File: src/rtl/fib_pkg.sv
// Shared definitions for the bit-serial Fibonacci engine: default sizes,
// state encoding and the full-adder majority helper.
package fib_pkg;

  localparam int FIB_WIDTH = 8;
  localparam int FIB_NW    = 5;

  typedef enum logic [1:0] {
    ST_IDLE = 2'd0,
    ST_ADD  = 2'd1,
    ST_DONE = 2'd2
  } fib_state_t;

  function automatic logic fib_maj(input logic a, input logic b, input logic c);
    return (a & b) | (a & c) | (b & c);
  endfunction

endpackage

File: src/rtl/fib_serial_fa.sv
// Registered 1-bit full adder: combinational sum, carry held in a flop and
// optionally cleared so the next addition starts with carry-in 0.
module fib_serial_fa
  import fib_pkg::*;
(
  input  logic clk,
  input  logic CLR,
  input  logic a,
  input  logic b,
  input  logic clr_carry,
  output logic sum,
  output logic carry
);

  logic carry_q;
  logic carry_d;

  always_comb begin
    sum     = a ^ b ^ carry_q;
    carry_d = clr_carry ? 1'b0 : fib_maj(a, b, carry_q);
  end

  always_ff @(posedge clk) begin
    if (CLR) begin
      carry_q <= 1'b0;
    end else begin
      carry_q <= carry_d;
    end
  end

  assign carry = carry_q;

endmodule

File: src/rtl/fib_serial_engine.sv
// Bit-serial Fibonacci sequencer: A=F(k-1) and B=F(k) are added LSB-first
// through one registered full adder, one bit per clock, until F(n) is formed.
module fib_serial_engine
  import fib_pkg::*;
#(
  parameter int WIDTH = FIB_WIDTH,
  parameter int NW    = FIB_NW
) (
  input  logic             clk,
  input  logic             CLR,
  input  logic             start,
  input  logic [NW-1:0]    n,
  output logic             busy,
  output logic             done,
  output logic [WIDTH-1:0] result,
  output logic             ovf
);

  localparam int CW = $clog2(WIDTH);

  fib_state_t       state_q, state_d;
  logic [WIDTH-1:0] a_q, a_d;
  logic [WIDTH-1:0] b_q, b_d;
  logic [WIDTH-1:0] result_q, result_d;
  logic [CW-1:0]    bit_cnt_q, bit_cnt_d;
  logic [NW-1:0]    k_q, k_d;
  logic [NW-1:0]    n_q, n_d;
  logic             ovf_q, ovf_d;

  logic fa_sum;
  logic fa_carry;
  logic last_bit;
  logic last_pass;
  logic clr_carry;

  assign last_bit  = (bit_cnt_q == CW'(WIDTH - 1));
  assign last_pass = ((k_q + NW'(1)) == n_q);
  // Carry must enter every pass at zero, including the first after IDLE.
  assign clr_carry = (state_q != ST_ADD) || last_bit;

  fib_serial_fa u_fa (
    .clk       (clk),
    .CLR       (CLR),
    .a         (a_q[0]),
    .b         (b_q[0]),
    .clr_carry (clr_carry),
    .sum       (fa_sum),
    .carry     (fa_carry)
  );

  always_ff @(posedge clk) begin
    if (CLR) begin
      state_q   <= ST_IDLE;
      a_q       <= '0;
      b_q       <= '0;
      result_q  <= '0;
      bit_cnt_q <= '0;
      k_q       <= '0;
      n_q       <= '0;
      ovf_q     <= 1'b0;
    end else begin
      state_q   <= state_d;
      a_q       <= a_d;
      b_q       <= b_d;
      result_q  <= result_d;
      bit_cnt_q <= bit_cnt_d;
      k_q       <= k_d;
      n_q       <= n_d;
      ovf_q     <= ovf_d;
    end
  end

  always_comb begin
    state_d = state_q;
    case (state_q)
      ST_IDLE: begin
        if (start) begin
          state_d = (n < NW'(2)) ? ST_DONE : ST_ADD;
        end
      end
      ST_ADD: begin
        if (last_bit && last_pass) begin
          state_d = ST_DONE;
        end
      end
      ST_DONE: state_d = ST_IDLE;
      default: state_d = ST_IDLE;
    endcase
  end

  always_comb begin
    a_d       = a_q;
    b_d       = b_q;
    result_d  = result_q;
    bit_cnt_d = bit_cnt_q;
    k_d       = k_q;
    n_d       = n_q;
    ovf_d     = ovf_q;
    case (state_q)
      ST_IDLE: begin
        if (start) begin
          ovf_d = 1'b0;
          if (n < NW'(2)) begin
            result_d = (n == NW'(1)) ? WIDTH'(1) : '0;
          end else begin
            a_d       = '0;
            b_d       = WIDTH'(1);
            bit_cnt_d = '0;
            k_d       = NW'(1);
            n_d       = n;
          end
        end
      end
      ST_ADD: begin
        // A takes B's outgoing bit, B takes the fresh sum bit at the MSB end.
        a_d       = {b_q[0], a_q[WIDTH-1:1]};
        b_d       = {fa_sum, b_q[WIDTH-1:1]};
        bit_cnt_d = last_bit ? '0 : bit_cnt_q + CW'(1);
        if (last_bit) begin
          ovf_d = ovf_q | fib_maj(a_q[0], b_q[0], fa_carry);
          if (last_pass) begin
            result_d = {fa_sum, b_q[WIDTH-1:1]};
          end else begin
            k_d = k_q + NW'(1);
          end
        end
      end
      default: begin
      end
    endcase
  end

  always_comb begin
    busy = (state_q != ST_IDLE);
    done = (state_q == ST_DONE);
  end

  assign result = result_q;
  assign ovf    = ovf_q;

endmodule

File: config.mk
export PLATFORM = sky130hd
export DESIGN_NAME = fib_serial_engine
export DESIGN_NICKNAME = d
export VERILOG_FILES = /design/src/rtl/fib_pkg.sv /design/src/rtl/fib_serial_fa.sv /design/src/rtl/fib_serial_engine.sv
export SDC_FILE = /design/constraint.sdc
export NUM_CORES = 1
export LEC_CHECK = 0
export CAP_MARGIN = 25
export CORE_MARGIN = 2
export CORE_UTILIZATION = 25
export CTS_BUF_LIST = sky130_fd_sc_hd__clkbuf_16
export DETAILED_ROUTE_END_ITERATION = 7
export PLACE_DENSITY = 0.51
export REMOVE_ABC_BUFFERS = 1
export SYNTH_ARGS = -nofsm -noshare
export SYNTH_HDL_FRONTEND = slang
export SYNTH_HIERARCHICAL = 1
export SYNTH_SLANG_ARGS = --single-unit
File: constraint.sdc
create_clock -name clk -period 2.4 [get_ports clk]
set_input_delay 0.48 -clock clk [delete_from_list [all_inputs] [get_ports clk]]
set_output_delay 0.48 -clock clk [all_outputs]
set_load 0.03 [all_outputs]
==> results of run 1 <==
-- cell usage in the layout (no fill, tap or decap), types with 3 or more instances in the layout --
| master | netlist | layout |
|---|---|---|
| inv_1 | 5 | 5 |
| nor2_1 | 27 | 27 |
| clkbuf_16 | 0 | 5 |
| ha_1 | 3 | 3 |
| or2_2 | 3 | 3 |
| a22o_1 | 7 | 7 |
| a22oi_1 | 17 | 17 |
| nand2_1 | 8 | 8 |
| dfxtp_1 | 41 | 41 |
| nand3_1 | 7 | 7 |
| mux2i_1 | 4 | 4 |
| a21oi_1 | 12 | 12 |
| xnor2_1 | 3 | 3 |
| clkdlybuf4s50_1 | 0 | 18 |
| buf_4 | 0 | 13 |
-- stage by stage --
stage          power, µW  area, µm²  std cells  TNS, ps
3_5_place_dp         913       2170        304    -1290
2_1_floorplan        826       1750        176        0
3_3_place_gp         913       2170        304    -1190
4_1_cts             1560       2310        312        0
6_report            1540       2310        312        0
5_1_grt             1610       2310        312        0
-- Yosys cell counts, drive strengths merged, types with 2 or more instances --
cell type | n | share of area (%)
a211o | 2 | 0.98
a211oi | 2 | 1.5
a21oi | 13 | 3.8
a22o | 7 | 3.4
a22oi | 17 | 7.1
a311oi | 2 | 0.98
buf | 2 | 0.56
clkbuf | 8 | 1.7
dfxtp | 41 | 46
ha | 3 | 2.1
inv | 5 | 1.0
mux2i | 4 | 2.2
nand2 | 8 | 1.7
nand2b | 2 | 0.70
nand3 | 7 | 2.0
nand4 | 2 | 0.70
nor2 | 27 | 5.7
nor2b | 2 | 0.70
nor3b | 2 | 1.7
o211ai | 3 | 1.5
o21ai | 4 | 1.1
or2 | 3 | 1.0
xnor2 | 4 | 2.4
xor2 | 2 | 0.98
-- power by group through the flow --
| stage | registers, µW | clock network (µW) | logic (µW) |
|---|---|---|---|
| floorplan | 726 | 0 | 99.7 |
| global placement | 728 | 0 | 185 |
| detailed placement | 728 | 0 | 185 |
| CTS | 713 | 665 | 185 |
| global route | 716 | 690 | 202 |
| finish | 713 | 648 | 183 |
-- final timing paths --
check	start	cells after the start	endpoint	slack, ps
max	n[4]	6	result[7]$_SDFFE_PP0P_	120
min	n_q[1]$_SDFFE_PP0P_	2	n_q[1]$_SDFFE_PP0P_	480
max reg2reg	k_q[0]$_SDFFE_PP0P_	6	result[7]$_SDFFE_PP0P_	350
min reg2reg	n_q[1]$_SDFFE_PP0P_	2	n_q[1]$_SDFFE_PP0P_	480
-- cell families after synthesis --
kind of cell,share of synthesized area [%]
compound gates,24.3
mux,2.24
buf+inv,3.29
simple gates,17.1
flops,45.9
xor+xnor,3.36
fa+ha+maj,3.78
-- worst min-delay path: stages, from the launching register on --
cell	delay, ps
dfxtp_1	320
nand2_1	60
a21oi_1	60
-- registers in the layout, indices dropped and copies added, names as in the netlist --
register	count
u_fa/carry	1
bit_cnt_q	3
state_q	2
b_q	8
ovf	1
n_q	5
result	8
a_q	8
k_q	5
-- final cells by class --
class	count	area (µm²)	area share, %
Sequential cell	41	821	35.5
Timing Repair Buffer	32	298	12.9
Tap cell	96	120	5.20
Clock buffer	5	125	5.42
Multi-Input combinational cell	130	910	39.4
Clock inverter	3	17.5	0.758
Inverter	5	18.8	0.813
-- routing by layer --
layer / vias to the layer above / global-route usage [%]
li1: 736 / -
met2: 24 / 16.3
met5: - / 0
met3: 5 / 2.52
met4: 0 / 5.79
met1: 650 / 15.1
==> results.md, run 1 <==
- CP Cell Sequence: clkdlybuf4s50_1 > or4_4 > a221o_1 > a31oi_4 > a21oi_2 > a22o_1
- Layout cells sized above 1: 14.8%
- NetSw: 387 µW
- Post-layout util: 33.6%
- Die Y-Extent: 88.6 µm
- Vias per cell: around 4.5
- Worst slew pin tran: 621 ps
- Fmax: 439 MHz
- Status: complete, no violations
- Row cnt: 30
- Async SR Flop Fraction: 0%
- Internal power: 1160 µW
- Sequential share of power: 46.2%
- Register bit total from synthesis: just over 40
- Synth Flop Type: dfxtp_1
- Syn Area/Cell: 9.62 µm²
- Clock Tree Buf Depth: 2
- Setup WS post-layout: roughly 120 ps
- Ant. Diodes: 0
- Ports: 19
- Nets: around 230
- CP max stage cell: or4_4
- Crit share post-route: between 90 and 100%
- Clk root buf: clkbuf_16
- Highest routed layer: met4
- Post-route met1 wirelength: 1.96 mm
- First-pass GRT wire length: about 6.6 mm
- Leak: 0.000854 µW
- Core area: 6870 µm²
- DR iter-0 viols: 52
- Antenna Nets Post-Route: 0
- Final WL: 3.89 mm
- Count of input and output buffers: 18
- Starting Density: 26.0%
- Required time worst endpoint: 2570 ps
- Mapped cell area: 1790 µm²
- Pre-Repair DR Iteration Count: 4
- Post-synth EDFFs: 0
- Vias in the first global route: ~1,400
- Tot GR Track Use: 11.1%
- Post-DP HPWL: 2.82 mm
- WL met3: approximately 150 µm
- Seq/Total Area, Yosys: 45.9%
- Max FO, Critical Path: 7
- Gr ovfl total: 0
- Worst slew margin: 58.5%
- Ys Warns: 6
- Crit start category: input port
- Final Critical Period: approximately 2300 ps
- GP Congestion: 0.793
- Sink Count: 41
- Max capacitance violation total: 0
- Chip width: 88.6 µm
- Arr. time, crit path: about 2500 ps
- PostCTS Resize Cnt: 0
- WHS: about 480 ps
- Area grow syn2layout: 29.1%
- Avg WL per Cell: 12.5 µm
- Die area: 7850 µm²
- CP Capture Type: register
- H-tree depth: 2
- DP Worst Slack: -180 ps
- Wire length on met2: 1.69 mm
- Clock Skews: between 7 and 8 ps
- PD cells: 669 nW/µm²
- CTS tree: done
- Logic gate share of total power: a little under an eighth
- Max Slew Vio Count: 0
- Synth cell types: 44
- Clk network pwr share: 42.0%
- Largest stage delay, worst path: 540 ps
- Post-CTS setup buffer count: 0
- Crit path buf inv count: 1
- Worst Hold Class: reg2reg
- RSZ-0062 raised after global routing: false
- Vias: approximately 1,400
- Fillers: 725
- Switch share: 25.0%
- Cells after Synth: ~190
- Clock Pin Slew Worst Setup and Hold Paths: 60 ps
- Hold_buf cts: 0
- Worst VDD drop: 279 µV
- Crit Path Category: in2reg
- Clock Latency Late Sink: 280 ps
- # DRC: 0
- Setup-failing EPs final: 0
- Largest net degree at the start of global routing: 18
- Family with the most delay on the worst path: compound AO/OA/AOI/OAI gates
- Final hold viol count: 0
- Initial antenna violation count: 0
- TritonCTS buffer count: 5
(Power assumes the default switching activity.)
==> run 2: changes to the inputs <==
Settings changed: CELL_PAD_IN_SITES_DETAIL_PLACEMENT set to 0, CELL_PAD_IN_SITES_GLOBAL_PLACEMENT set to 1, PLACE_DENSITY 0.51 to 0.59, SLEW_MARGIN set to 20.
==> run 2 against run 1 <==
Flip-flop and latch count did not move. Combinational power increased by 5%. Total power grew 16%. Largest cell class unchanged. Design area rose by 3.2%. Critical endpoint is now result[4]$_SDFFE_PP0P_. Maximum frequency up 0.62%. Critical path type unchanged. Sequential share of layout area down 1.1 points.
==> results.md, run 2 (synthesis results as in run 1) <==
- Status: complete, no violations
- Post-layout util: 34.7% (+1.1 points)
- CP Cell Sequence: clkdlybuf4s50_1 > or4_4 > a221o_1 > a31oi_4 > a21oi_2 > a22o_1
- Arr. time, crit path: 2440 ps (about the same)
- Largest stage delay, worst path: 550 ps (about the same)
- Post-DP HPWL: 2.88 mm (+2.3%)
- Row cnt: 30 (unchanged)
- DR iter-0 viols: 50 (-3.8%)
- GP Congestion: 0.698 (-12%)
- DP Worst Slack: -163 ps (+16.5 ps)
- Area grow syn2layout: 33.2%
- Chip width: 88.6 µm (unchanged)
- Ports: 19 (unchanged)
- RSZ-0062 raised after global routing: false
- Tot GR Track Use: 11.1% (-0.013 points)
- Clock Tree Buf Depth: 2 (unchanged)
- Required time worst endpoint: 2580 ps (about the same)
- Crit share post-route: 94.4% (-0.58 points)
- Vias per cell: 4.53 (-0.11%)
- Final hold viol count: 0 (unchanged)
- Post-CTS setup buffer count: 0 (unchanged)
- Clk root buf: clkbuf_16
- Sequential share of power: 39.8% (-6.4 points)
- Sink Count: 41 (unchanged)
- Crit Path Category: in2reg
- Final setup TNS: 0 ps (unchanged)
- Logic gate share of total power: 10.8% (-1.1 points)
- Vias: 1,427 (+0.85%)
- Area occupied by multi-input gates: 910 µm² (unchanged)
- Count of input and output buffers: 18 (unchanged)
- Pre-Repair DR Iteration Count: 4 (unchanged)
- NetSw: 407 µW (+5.2%)
- Max Slew Vio Count: 0 (unchanged)
- Final Critical Period: 2260 ps (-14.0 ps)
- Hold_buf cts: 0 (unchanged)
- Fmax: 442 MHz (+0.62%)
- Max FO, Critical Path: 7 (unchanged)
- Internal power: 1380 µW (+19%)
- PostCTS Resize Cnt: 0 (unchanged)
- Ant. Diodes: 0 (unchanged)
- Core area: 6870 µm² (unchanged)
- Clock Pin Slew Worst Setup and Hold Paths: 60 ps (about the same)
- Die area: 7850 µm² (unchanged)
- Crit start category: input port
- # DRC: 0 (unchanged)
- Switch share: 22.7% (-2.3 points)
- Commonest non-fill, non-tap cell in the layout: dfxtp_1
- Worst slew pin tran: 408 ps (-213 ps)
- Worst slew margin: 72.7% (+14 points)
- TritonCTS buffer count: 5 (unchanged)
- Worst VDD drop: 361 µV (+29%)
- Clock Latency Late Sink: 280 ps (about the same)
- Antenna Nets Post-Route: 0 (unchanged)
- Leak: 0.000892 µW (+4.4%)
- Gr ovfl total: 0 (unchanged)
- Avg WL per Cell: 12.7 µm (+1.7%)
- CP max stage cell: or4_4
- Fillers: 708 (-2.3%)
- H-tree depth: 2 (unchanged)
- Initial antenna violation count: 0 (unchanged)
- Clock Skews: 5.87 ps (-1.74 ps)
- Starting Density: 26.0% (unchanged)
- CTS tree: done
- Storage element area: 821 µm² (unchanged)
- Vias in the first global route: 1,377 (+1.8%)
- Nets: 230 (+1.3%)
- Setup-failing EPs final: 0 (unchanged)
- Worst Hold Class: reg2reg
- Clk network pwr share: 49.4% (+7.4 points)
- Layout cells sized above 1: 16.4% (+1.6 points)
- First-pass GRT wire length: 6.67 mm (+1.3%)
- Final WL: 4.00 mm (+2.7%)
- Largest net degree at the start of global routing: 24 (+6)
- Max capacitance violation total: 0 (unchanged)
- Setup WS post-layout: 136 ps (+14.0 ps)
- Most frequent cells in the layout: dfxtp_1, nor2_1, clkdlybuf4s50_1
- Die Y-Extent: 88.6 µm (unchanged)
- CP Capture Type: register
- PD cells: 751 nW/µm² (+12%)
run 2: cell types whose count changed in the layout (fill, tap and decap cells not counted):
cell and change:
clkinv_4 -1, buf_4 +3, clkinv_2 -1, clkinv_1 -1, bufinv_16 +2, inv_6 +1
run 2: worst paths after layout:
| path | cells past startpoint | slack [ps] | end | start |
|---|---|---|---|---|
| setup / recovery | 6 | 140 | result[4]$_SDFFE_PP0P_ | n[4] |
| hold / removal | 2 | 470 | n_q[1]$_SDFFE_PP0P_ | n_q[1]$_SDFFE_PP0P_ |
| setup reg to reg | 7 | 420 | result[4]$_SDFFE_PP0P_ | k_q[1]$_SDFFE_PP0P_ |
| hold reg to reg | 2 | 470 | n_q[1]$_SDFFE_PP0P_ | n_q[1]$_SDFFE_PP0P_ |
run 2: metal layers:
layer | global-route usage, % | routed length (µm)
met2 | 16.9 | 1690
met1 | 15.2 | 2130
met4 | 4.13 | 64
met5 | 0 | 0
met3 | 2.71 | 111
run 2: power groups by stage:
stage / registers (µW) / logic, µW / clock network [µW]
finish: 711 / 193 / 885
global route: 714 / 213 / 935
CTS: 711 / 195 / 907
detailed placement: 727 / 194 / 0
global placement: 727 / 196 / 0
floorplan: 726 / 99.7 / 0
run 2: worst max-delay path, delay by kind of cell:
kind,cells,cell delay (ps)
buffers and inverters,1,420
and+or+nand+nor,1,550
AOI/OAI and AO/OA,4,990
run 2: through the flow:
stage                     cell area (µm²)  hold WS, ps  power [µW]  std cells
final                                2380          472        1790        315
after global routing                 2380          519        1860        315
after CTS                            2380          474        1810        315
after detailed placement             2190          465         921        307
after global placement               2190          467         923        307
after floorplan                      1750          443         826        176
run 2: cell type report:
cell class | instances | share of cell area (%)
Multi-Input combinational cell | 130 | 38.2
Sequential cell | 41 | 34.4
Inverter | 5 | 0.787
Timing Repair Buffer | 35 | 13.4
Clock buffer | 5 | 5.25
Tap cell | 96 | 5.04
Clock inverter | 3 | 2.89
